$ cat src/rtl/comparador_pkg.sv
// Shared types and constants for the sequential byte-wise comparator.
package comparador_pkg;

  localparam int unsigned NUM_BYTES_DEF = 4;

  localparam logic OP_BEQ = 1'b0;
  localparam logic OP_BNE = 1'b1;

  typedef enum logic [1:0] {
    IDLE    = 2'd0,
    COMPARA = 2'd1,
    FIM     = 2'd2
  } state_t;

endpackage

$ cat src/rtl/comparador_seq_if.sv
// Request/result bundle between a branch unit and comparador_seq.
interface comparador_seq_if #(
  parameter int unsigned W = 32
);

  logic         start;
  logic         op;
  logic [W-1:0] a;
  logic [W-1:0] b;
  logic         busy;
  logic         done;
  logic         igual;
  logic         taken;

  modport master (
    output start, op, a, b,
    input  busy, done, igual, taken
  );

  modport slave (
    input  start, op, a, b,
    output busy, done, igual, taken
  );

endinterface

$ cat src/rtl/comparador_8bit.sv
// Single-byte equality comparator shared by the sequential compare.
module comparador_8bit (
  output logic       igual,
  input  logic [7:0] A,
  input  logic [7:0] B
);

  assign igual = (A == B);

endmodule

$ cat src/rtl/comparador_seq.sv
// Multi-cycle BEQ/BNE evaluator: walks the operands one byte at a time from the
// LSB through a single 8-bit comparator and stops at the first mismatching byte.
module comparador_seq
  import comparador_pkg::*;
#(
  parameter int unsigned NUM_BYTES = NUM_BYTES_DEF,
  parameter int unsigned W         = 8 * NUM_BYTES
) (
  input  logic                   clk,
  input  logic                   rst,
  comparador_seq_if.slave        bus
);

  localparam int unsigned IDX_W = (NUM_BYTES > 1) ? $clog2(NUM_BYTES) : 1;
  localparam logic [IDX_W-1:0] IDX_LAST = IDX_W'(NUM_BYTES - 1);

  state_t           state;
  state_t           state_next;
  logic [W-1:0]     a_q;
  logic [W-1:0]     b_q;
  logic             op_q;
  logic [IDX_W-1:0] idx;
  logic [7:0]       byte_a;
  logic [7:0]       byte_b;
  logic             byte_eq;
  logic             busy_d;
  logic             done_d;
  logic             load;
  logic             advance;
  logic             finish;

  // Byte lane selected by idx from the latched operands.
  assign byte_a = a_q[{idx, 3'b000} +: 8];
  assign byte_b = b_q[{idx, 3'b000} +: 8];

  comparador_8bit u_cmp (
    .igual (byte_eq),
    .A     (byte_a),
    .B     (byte_b)
  );

  always_ff @(posedge clk) begin
    if (rst) begin
      state <= IDLE;
    end else begin
      state <= state_next;
    end
  end

  always_comb begin
    state_next = state;
    unique case (state)
      IDLE:    if (bus.start) state_next = COMPARA;
      COMPARA: if (!byte_eq || (idx == IDX_LAST)) state_next = FIM;
      FIM:     state_next = IDLE;
      default: state_next = IDLE;
    endcase
  end

  // Status flags are computed from the next state so they register with it.
  always_comb begin
    busy_d  = 1'b0;
    done_d  = 1'b0;
    load    = 1'b0;
    advance = 1'b0;
    finish  = 1'b0;
    busy_d  = (state_next != IDLE);
    done_d  = (state_next == FIM);
    load    = (state == IDLE) && bus.start;
    advance = (state == COMPARA) && byte_eq && (idx != IDX_LAST);
    finish  = (state == COMPARA) && (state_next == FIM);
  end

  always_ff @(posedge clk) begin
    if (rst) begin
      a_q       <= '0;
      b_q       <= '0;
      op_q      <= 1'b0;
      idx       <= '0;
      bus.busy  <= 1'b0;
      bus.done  <= 1'b0;
      bus.igual <= 1'b0;
      bus.taken <= 1'b0;
    end else begin
      bus.busy <= busy_d;
      bus.done <= done_d;
      if (load) begin
        a_q  <= bus.a;
        b_q  <= bus.b;
        op_q <= bus.op;
        idx  <= '0;
      end else if (advance) begin
        idx <= idx + IDX_W'(1);
      end
      // A finish on a matching byte can only be the last byte, so byte_eq is the verdict.
      if (finish) begin
        bus.igual <= byte_eq;
        bus.taken <= byte_eq ? (op_q == OP_BEQ) : (op_q == OP_BNE);
      end
    end
  end

endmodule

$ cat src/flat_wrapper.sv
// flat-port wrapper written by rule: the top's interface ports become plain ports
module comparador_seq_flat import comparador_pkg::*;
#(
  parameter int unsigned NUM_BYTES = NUM_BYTES_DEF,
  parameter int unsigned W         = 8 * NUM_BYTES
)
  (clk, rst, bus_start, bus_op, bus_a, bus_b, bus_busy, bus_done, bus_igual, bus_taken);
  comparador_seq_if #(.W(W)) bus_i ();
  input  logic clk;
  input  logic rst;
  input wire logic [$bits(bus_i.start)-1:0] bus_start;
  input wire logic [$bits(bus_i.op)-1:0] bus_op;
  input wire logic [$bits(bus_i.a)-1:0] bus_a;
  input wire logic [$bits(bus_i.b)-1:0] bus_b;
  output wire logic [$bits(bus_i.busy)-1:0] bus_busy;
  output wire logic [$bits(bus_i.done)-1:0] bus_done;
  output wire logic [$bits(bus_i.igual)-1:0] bus_igual;
  output wire logic [$bits(bus_i.taken)-1:0] bus_taken;
  assign bus_i.start = bus_start;
  assign bus_i.op = bus_op;
  assign bus_i.a = bus_a;
  assign bus_i.b = bus_b;
  assign bus_busy = bus_i.busy;
  assign bus_done = bus_i.done;
  assign bus_igual = bus_i.igual;
  assign bus_taken = bus_i.taken;
  comparador_seq #(.NUM_BYTES(NUM_BYTES), .W(W)) u_core (.clk(clk), .rst(rst), .bus(bus_i));
endmodule
$ cat config.mk
export PLATFORM = sky130hd
export DESIGN_NAME = comparador_seq_flat
export DESIGN_NICKNAME = d
export VERILOG_FILES = /design/src/rtl/comparador_pkg.sv /design/src/rtl/comparador_seq_if.sv /design/src/rtl/comparador_8bit.sv /design/src/rtl/comparador_seq.sv /design/src/flat_wrapper.sv
export SDC_FILE = /design/constraint.sdc
export NUM_CORES = 1
export LEC_CHECK = 0
export ABC_AREA = 1
export CORE_MARGIN = 4
export CORE_UTILIZATION = 45
export DETAILED_ROUTE_END_ITERATION = 6
export PLACE_DENSITY = 0.76
export SLEW_MARGIN = 10
export SYNTH_ARGS = -nofsm -noshare
export SYNTH_HDL_FRONTEND = slang
export SYNTH_SLANG_ARGS = --single-unit
$ cat constraint.sdc
create_clock -name clk -period 1.2 [get_ports clk]
set_input_delay 0.24 -clock clk [delete_from_list [all_inputs] [get_ports clk]]
set_output_delay 0.24 -clock clk [all_outputs]
set_load 0.1 [all_outputs]
Word-level counts from Yosys, hierarchy flattened
Index checks and enable logic that the tools add are counted.
Storage, ports and cells
  word-level logic and storage cells: 31
  register bits: 73
  bits in latches: 0
  memories kept: 0
  memory bits (writable): 0
  output and inout bits: 4
  memory bits (read-only): 0
Operators by class
  reductions and logical operators: 9
  $mul: 0
  equal/unequal tests: 5
  $add $sub $neg: 1
  order comparisons: 0
  div/mod/pow operators: 0
  bitwise operators: 1
  muxes and demuxes: 4
  shifts and indexed selects: 2
Operator list (number)
  variable part select 32 x 6 -> 8 bit: 2
  equality test 8 bit: 1
  equality test 2 bit, second input constant: 2
  logical AND 1 bit: 4
  two-way mux 2 bit: 2
  one-hot mux 2 bit (2 select lines): 1
  adder 2 x 1 -> 2 bit, second input constant: 1
  equality test 2 x 1 -> 1 bit, second input constant: 1
  logical NOT 2 bit: 1
  inequality test 2 bit, second input constant: 1
  nonzero test 2 bit: 1
  OR reduction 2 bit: 1
  logical NOT 1 bit: 1
  logical OR 1 bit: 1
  two-way mux 1 bit: 1
  inverter 1 bit: 1

Depth between registers and ports, before layout
  depth in word-level cells: 8
  mapped depth: 14

Hierarchy
From an unflattened synthesis, not the netlist that was laid out.
Unflattened totals
  cells, all modules: 493
  area total of the unflattened synthesis: 3311.9 um2
By module, submodules not included
  comparador_seq: area an instance 3146.8 um2, cells each 449, instances 1
  comparador_8bit: area an instance 165.2 um2, cells each 44, instances 1

Worst setup path after synthesis
Ideal clock, no wire load.
  path kind: reg2reg
  start point: reg u_core.idx[0]
  end point: reg u_core.bus.taken
  path buffers: 1
  period minus slack after synthesis: 1.298 ns
  cell stages (with the launch flop): 12
  arrival: 1.182 ns
  library setup time: 0.116 ns
  required time: 1.084 ns
  slack: -0.098 ns
  path through: dfxtp_1 buf_6 inv_6 a21oi_2 nand3_1 nand2_1 nand3_1 nand2_2 nand2_2 xor2_1 nand2_1 nand2_1
On the way
  word-level cells in the longest chain between the ends: 8
Ends and longest elaborated chain
  from (decl): RTL line comparador_seq.sv:22  | logic [IDX_W-1:0] idx;
  from (signal assigned): RTL line comparador_seq.sv:93  | idx <= idx + IDX_W'(1);
  variable part select 32 x 6 -> 8 bit (on tied branches): RTL line comparador_seq.sv:33, comparador_seq.sv:34
  equality test 8 bit: RTL line comparador_8bit.sv:8  | assign igual = (A == B);
  logical NOT 1 bit: RTL line comparador_seq.sv:54  | COMPARA: if (!byte_eq || (idx == IDX_LAST)) state_next = FIM;
  logical OR 1 bit: RTL line comparador_seq.sv:54
  two-way mux 2 bit: RTL line comparador_seq.sv:54
  one-hot mux 2 bit (2 select lines): RTL line comparador_seq.sv:52  | unique case (state)
  equality test 2 bit: RTL line comparador_seq.sv:71  | finish = (state == COMPARA) && (state_next == FIM);
  logical AND 1 bit: RTL line comparador_seq.sv:71
  to (signal assigned): RTL line comparador_seq.sv:98  | bus.taken <= byte_eq ? (op_q == OP_BEQ) : (op_q == OP_BNE);
  to (decl): RTL line comparador_seq_if.sv:22  | output busy, done, igual, taken
Several ways; a longest one is shown, not always the timed one.
A chain may end at the register's enable or synchronous reset.

Final worst setup path
  start point: reg u_core.idx[0]
  end point: reg u_core.idx[1]
On the way
  word-level cells in the longest chain between the ends: 4
Ends and longest elaborated chain
  variable part select 32 x 6 -> 8 bit (on tied branches): RTL line comparador_seq.sv:33, comparador_seq.sv:34
  equality test 8 bit: RTL line comparador_8bit.sv:8
  logical AND 1 bit (2 in series): RTL line comparador_seq.sv:70  | advance = (state == COMPARA) && byte_eq && (idx != IDX_LAST);
Several ways; a longest one is shown, not always the timed one.

==> report_table.html <==
<table>
<tr><th>Metric</th><th>Value</th></tr>
<tr><th colspan="2">Synthesis</th></tr>
<tr><td>Top_reg_cell synth</td><td>sky130_fd_sc_hd__dfxtp_1</td></tr>
<tr><td>Post-Synth Adder-Cell Area</td><td>less than 1%</td></tr>
<tr><td>Post-synthesis compound-gate area fraction</td><td>18.0%</td></tr>
<tr><td>Syn_nets</td><td>514</td></tr>
<tr><td>Main combinational cell family by area after synthesis</td><td>simple AND/OR/NAND/NOR gates</td></tr>
<tr><td>Post-synth cell types</td><td>24</td></tr>
<tr><td>Multiplexer share of the synthesized area</td><td>0%</td></tr>
<tr><td>Register area share after synthesis</td><td>47.0%</td></tr>
<tr><td>Ys async rst share</td><td>0%</td></tr>
<tr><td>Cells after synthesis</td><td>approximately 450</td></tr>
<tr><td>Register bit total from synthesis</td><td>73</td></tr>
<tr><td>Cell taking the most area after synthesis</td><td>sky130_fd_sc_hd__dfxtp_1</td></tr>
<tr><td>Most instantiated cells after synthesis</td><td>sky130_fd_sc_hd__nor2_1, sky130_fd_sc_hd__dfxtp_1, sky130_fd_sc_hd__nand2_1, sky130_fd_sc_hd__o21ai_0, sky130_fd_sc_hd__inv_1</td></tr>
<tr><td>Count leader, synth</td><td>sky130_fd_sc_hd__nor2_1</td></tr>
<tr><td>Netlist Area Pre-Place</td><td>3110 um2</td></tr>
<tr><td>Mean cell area of the mapped netlist</td><td>between 6 and 7 um2</td></tr>
<tr><td>Count of synthesis-stage warnings from yosys</td><td>0</td></tr>
<tr><td>Largest cells by area after synthesis</td><td>sky130_fd_sc_hd__dfxtp_1, sky130_fd_sc_hd__o21ai_0, sky130_fd_sc_hd__nor2_1, sky130_fd_sc_hd__nand2_1, sky130_fd_sc_hd__a21oi_1</td></tr>
<tr><td>Share of Yosys cell area claimed by the top area cell type</td><td>a little under half</td></tr>
<tr><td>Synth Area in XOR/XNOR</td><td>under 10%</td></tr>
<tr><td>Count of flip-flops with a built-in enable after synthesis</td><td>0</td></tr>
<tr><td>Simple-gate share of the synthesized area</td><td>23.2%</td></tr>
<tr><th colspan="2">Finish</th></tr>
<tr><td>Layout-stage area growth over the synthesis result</td><td>45.5%</td></tr>
<tr><td>Final net count</td><td>614</td></tr>
<tr><td>Total inserted antenna cells</td><td>0</td></tr>
<tr><td>Post-layout util</td><td>67.0%</td></tr>
<tr><td>Share of post-route cells with drive strength above 1</td><td>17.8%</td></tr>
<tr><td>Fin cells</td><td>630</td></tr>
<tr><th colspan="2">Critical path</th></tr>
<tr><td>Buffers plus inverters on the worst setup path</td><td>2</td></tr>
<tr><td>Kind of cell adding the most delay to the critical path</td><td>simple AND/OR/NAND/NOR gates</td></tr>
<tr><td>Master of the slowest instance on the critical path</td><td>sky130_fd_sc_hd__dfxtp_4</td></tr>
<tr><td>Crit path cell chain</td><td>inv_6, buf_6, a21oi_2, nand3_1, nand2_1, nand3_2, nand2_4, nand4_1, nand2_1, nand2_1, nor2_1</td></tr>
<tr><td>Delay contributed by the slowest stage of the critical path</td><td>410 ps</td></tr>
<tr><td>Critical Path Fanout Max</td><td>6</td></tr>
<tr><td>Cell repeated most along the worst path</td><td>sky130_fd_sc_hd__nand2_1</td></tr>
<tr><td>Critical Path Sink Type</td><td>flip-flop</td></tr>
<tr><td>Critical path data required time</td><td>1480 ps</td></tr>
<tr><td>Stages on worst setup path</td><td>11</td></tr>
<tr><td>FF-to-FF path depth</td><td>11</td></tr>
<tr><td>Worst Path Arrival</td><td>1680 ps</td></tr>
<tr><td>Element type at the critical path start</td><td>flip-flop</td></tr>
<tr><td>Critical setup path kind</td><td>reg -&gt; reg</td></tr>
<tr><th colspan="2">Floorplan</th></tr>
<tr><td>Area inside the core boundary</td><td>about 6800 um2</td></tr>
<tr><td>Die height</td><td>91.2 um</td></tr>
<tr><td>Placement row count</td><td>30</td></tr>
<tr><td>Initial Utilization</td><td>between 40% and 50%</td></tr>
<tr><td>Number of top-level pins</td><td>72</td></tr>
<tr><td>Die Area</td><td>8310 um2</td></tr>
<tr><td>Die span in x</td><td>roughly 90 um</td></tr>
<tr><th colspan="2">Placed design</th></tr>
<tr><td>Pre-CTS setup slack</td><td>-327 ps</td></tr>
<tr><td>Count of input and output buffers</td><td>71</td></tr>
<tr><td>Placed wire-length estimate</td><td>5.36 mm</td></tr>
<tr><td>Placed cell count</td><td>608</td></tr>
<tr><td>Placer Congestion</td><td>0.806</td></tr>
<tr><th colspan="2">Routing</th></tr>
<tr><td>First-pass DRT Iterations</td><td>4</td></tr>
<tr><td>DR iter-0 viols</td><td>85</td></tr>
<tr><td>Final routed DRC violation total</td><td>0</td></tr>
<tr><td>Vias per Instance</td><td>4.82</td></tr>
<tr><td>Wire per inst</td><td>11.9 um</td></tr>
<tr><td>Via count</td><td>3036</td></tr>
<tr><td>Wire length after detailed routing</td><td>7.47 mm</td></tr>
<tr><td>Antenna viol nets, final</td><td>0</td></tr>
<tr><th colspan="2">Clocking</th></tr>
<tr><td>TritonCTS clock tree</td><td>built</td></tr>
<tr><td>Cell at the root of the clock tree</td><td>sky130_fd_sc_hd__clkbuf_8</td></tr>
<tr><td>Clock latency reported for the late side of the worst-skew pair</td><td>340 ps</td></tr>
<tr><td>Buffer levels on the longest clock path</td><td>2</td></tr>
<tr><td>Clock H-tree levels</td><td>3</td></tr>
<tr><td>Clock transition at path regs</td><td>roughly 70 ps</td></tr>
<tr><td>Number of hold buffers added after CTS</td><td>0</td></tr>
<tr><td>Sink Count</td><td>73</td></tr>
<tr><td>Clock buffer count from CTS</td><td>9</td></tr>
<tr><th colspan="2">Timing</th></tr>
<tr><td>Pins Over Slew Limit</td><td>0</td></tr>
<tr><td>Min Clock Period, post-route</td><td>approximately 1400 ps</td></tr>
<tr><td>Transition at the pin with the smallest max-transition slack</td><td>between 200 and 250 ps</td></tr>
<tr><td>Max Fclk</td><td>0.714 GHz</td></tr>
<tr><td>Endpoints failing hold</td><td>0</td></tr>
<tr><td>Setup-failing EPs final</td><td>7</td></tr>
<tr><td>Worst Clk Skew</td><td>4.74 ps</td></tr>
<tr><td>Worst relative slew slack</td><td>83.7%</td></tr>
<tr><td>Tcrit/Tclk final</td><td>117%</td></tr>
<tr><td>Final worst slack</td><td>-201 ps</td></tr>
<tr><td>RSZ-0062 raised after global routing</td><td>true</td></tr>
<tr><th colspan="2">Global routing</th></tr>
<tr><td>Wire length of the first global-routing pass</td><td>12.4 mm</td></tr>
<tr><td>Pin count of the biggest net entering global routing</td><td>55</td></tr>
<tr><td>Aggregate global-route resource usage</td><td>18.6%</td></tr>
<tr><td>Via count of the first global-routing pass</td><td>2882</td></tr>
<tr><td>Antenna violations before repair</td><td>0</td></tr>
<tr><td>Final global-route overflow total</td><td>0</td></tr>
<tr><th colspan="2">Status</th></tr>
<tr><td>Violations in the final reports</td><td>setup timing</td></tr>
<tr><td>Outcome</td><td>finished, violations left</td></tr>
<tr><th colspan="2">Min path</th></tr>
<tr><td>Worst hold stages</td><td>2</td></tr>
<tr><td>Path type of the worst min-delay path</td><td>reg -&gt; reg</td></tr>
<tr><th colspan="2">Power and ir drop</th></tr>
<tr><td>Maximum resistive drop on vdd</td><td>0.000787 V</td></tr>
<tr><td>PD cells</td><td>1310 nW/um2</td></tr>
<tr><td>Static Leak</td><td>0.00196 uW</td></tr>
<tr><th colspan="2">Run</th></tr>
<tr><td>Max-cap violations</td><td>0</td></tr>
</table>
[sequential cells by signal (all words and copies together), names as in the netlist]
register and flops:
u_core.a_q 32, u_core.bus.igual 1, u_core.op_q 1, u_core.b_q 32, u_core.state 2, u_core.bus.taken 1, u_core.bus.busy 1, u_core.bus.done 1
u_core.idx 2
[report_power, final]
part,total (uW),switching [uW],internal (uW)
sequential,2770,123,2650
combinational,1320,666,650
clock,1850,837,1010
[layout by cell type (no fill, tap or decap), types with 2 or more instances in the layout]
cell type,Yosys,final
sky130_fd_sc_hd__dfxtp_1,73,59
sky130_fd_sc_hd__buf_6,1,2
sky130_fd_sc_hd__nand2_2,4,6
sky130_fd_sc_hd__nand3_1,14,10
sky130_fd_sc_hd__nand2_1,71,65
sky130_fd_sc_hd__clkbuf_1,10,3
sky130_fd_sc_hd__o21ai_0,66,51
sky130_fd_sc_hd__buf_12,0,9
sky130_fd_sc_hd__a21oi_2,1,4
sky130_fd_sc_hd__a21oi_1,44,41
sky130_fd_sc_hd__inv_2,1,3
sky130_fd_sc_hd__nand2_4,0,4
sky130_fd_sc_hd__clkdlybuf4s50_1,0,67
sky130_fd_sc_hd__xnor2_1,5,5
sky130_fd_sc_hd__nor2_1,86,82
sky130_fd_sc_hd__nor2_2,1,4
sky130_fd_sc_hd__o21ai_1,0,15
sky130_fd_sc_hd__dfxtp_2,0,13
sky130_fd_sc_hd__inv_1,50,48
sky130_fd_sc_hd__clkinv_2,0,2
sky130_fd_sc_hd__clkbuf_8,0,10
sky130_fd_sc_hd__nor2_4,1,2
sky130_fd_sc_hd__buf_4,0,32
sky130_fd_sc_hd__nand3_2,0,3
sky130_fd_sc_hd__xor2_1,2,2
[final timing paths]
kind                                from  slack (ps)                          end
max           u_core.idx[0]$_SDFFE_PP0P_        -200   u_core.idx[1]$_SDFFE_PP0P_
min          u_core.a_q[13]$_SDFFE_PP0P_         450  u_core.a_q[13]$_SDFFE_PP0P_
max reg2reg   u_core.idx[0]$_SDFFE_PP0P_        -200   u_core.idx[1]$_SDFFE_PP0P_
min reg2reg  u_core.a_q[13]$_SDFFE_PP0P_         450  u_core.a_q[13]$_SDFFE_PP0P_
[what timing repair did]
action                                  CTS  global route
pin swaps                                11            14
endpoints found under the setup margin    8            21
gates resized for setup                  10            41
setup buffers                             4             2
[layout make-up]
class,instances,area (um2)
fillers,565,2230
flip-flops and latches,73,1480
multi-input cells,299,1440
repair buffers,110,1110
inverters,52,200
clock buffers,13,149
well taps,80,100
clock inverters,3,40.0
[metal layers]
| metal | share of wire, % | GRT usage, % |
|---|---|---|
| met1 | 45 | 21.8 |
| met2 | 48 | 32.4 |
| met3 | 6.0 | 4.31 |
| met4 | 1.3 | 8.29 |
| met5 | 0 | 0 |
[logic make-up after synthesis]
logic type | after synthesis
AO/OA/AOI/OAI | 111
XOR/XNOR | 7
adder cells (fa/ha/maj) | 1
buffers and inverters | 73
flip-flops | 73
AND/OR/NAND/NOR | 180
[through the flow]
step                      hold slack (ps)  TNS (ps)  area, um2  power [uW]
after global routing                  476     -1850       4530        6260
after CTS                             471     -1270       4450        5940
after detailed placement              462    -17040       4200        4070
after global placement                452    -15640       4200        4040
after floorplan                       309      -232       3120        3480
final                                 451     -1050       4530        5940
[worst reg2reg max path, cell delays in order (launching register included)]
cell,delay (ps)
sky130_fd_sc_hd__dfxtp_4,410
sky130_fd_sc_hd__inv_6,60
sky130_fd_sc_hd__buf_6,110
sky130_fd_sc_hd__a21oi_2,80
sky130_fd_sc_hd__nand3_1,70
sky130_fd_sc_hd__nand2_1,70
sky130_fd_sc_hd__nand3_2,80
sky130_fd_sc_hd__nand2_4,90
sky130_fd_sc_hd__nand4_1,130
sky130_fd_sc_hd__nand2_1,100
sky130_fd_sc_hd__nand2_1,50
sky130_fd_sc_hd__nor2_1,90
(Power assumes the default switching activity.)
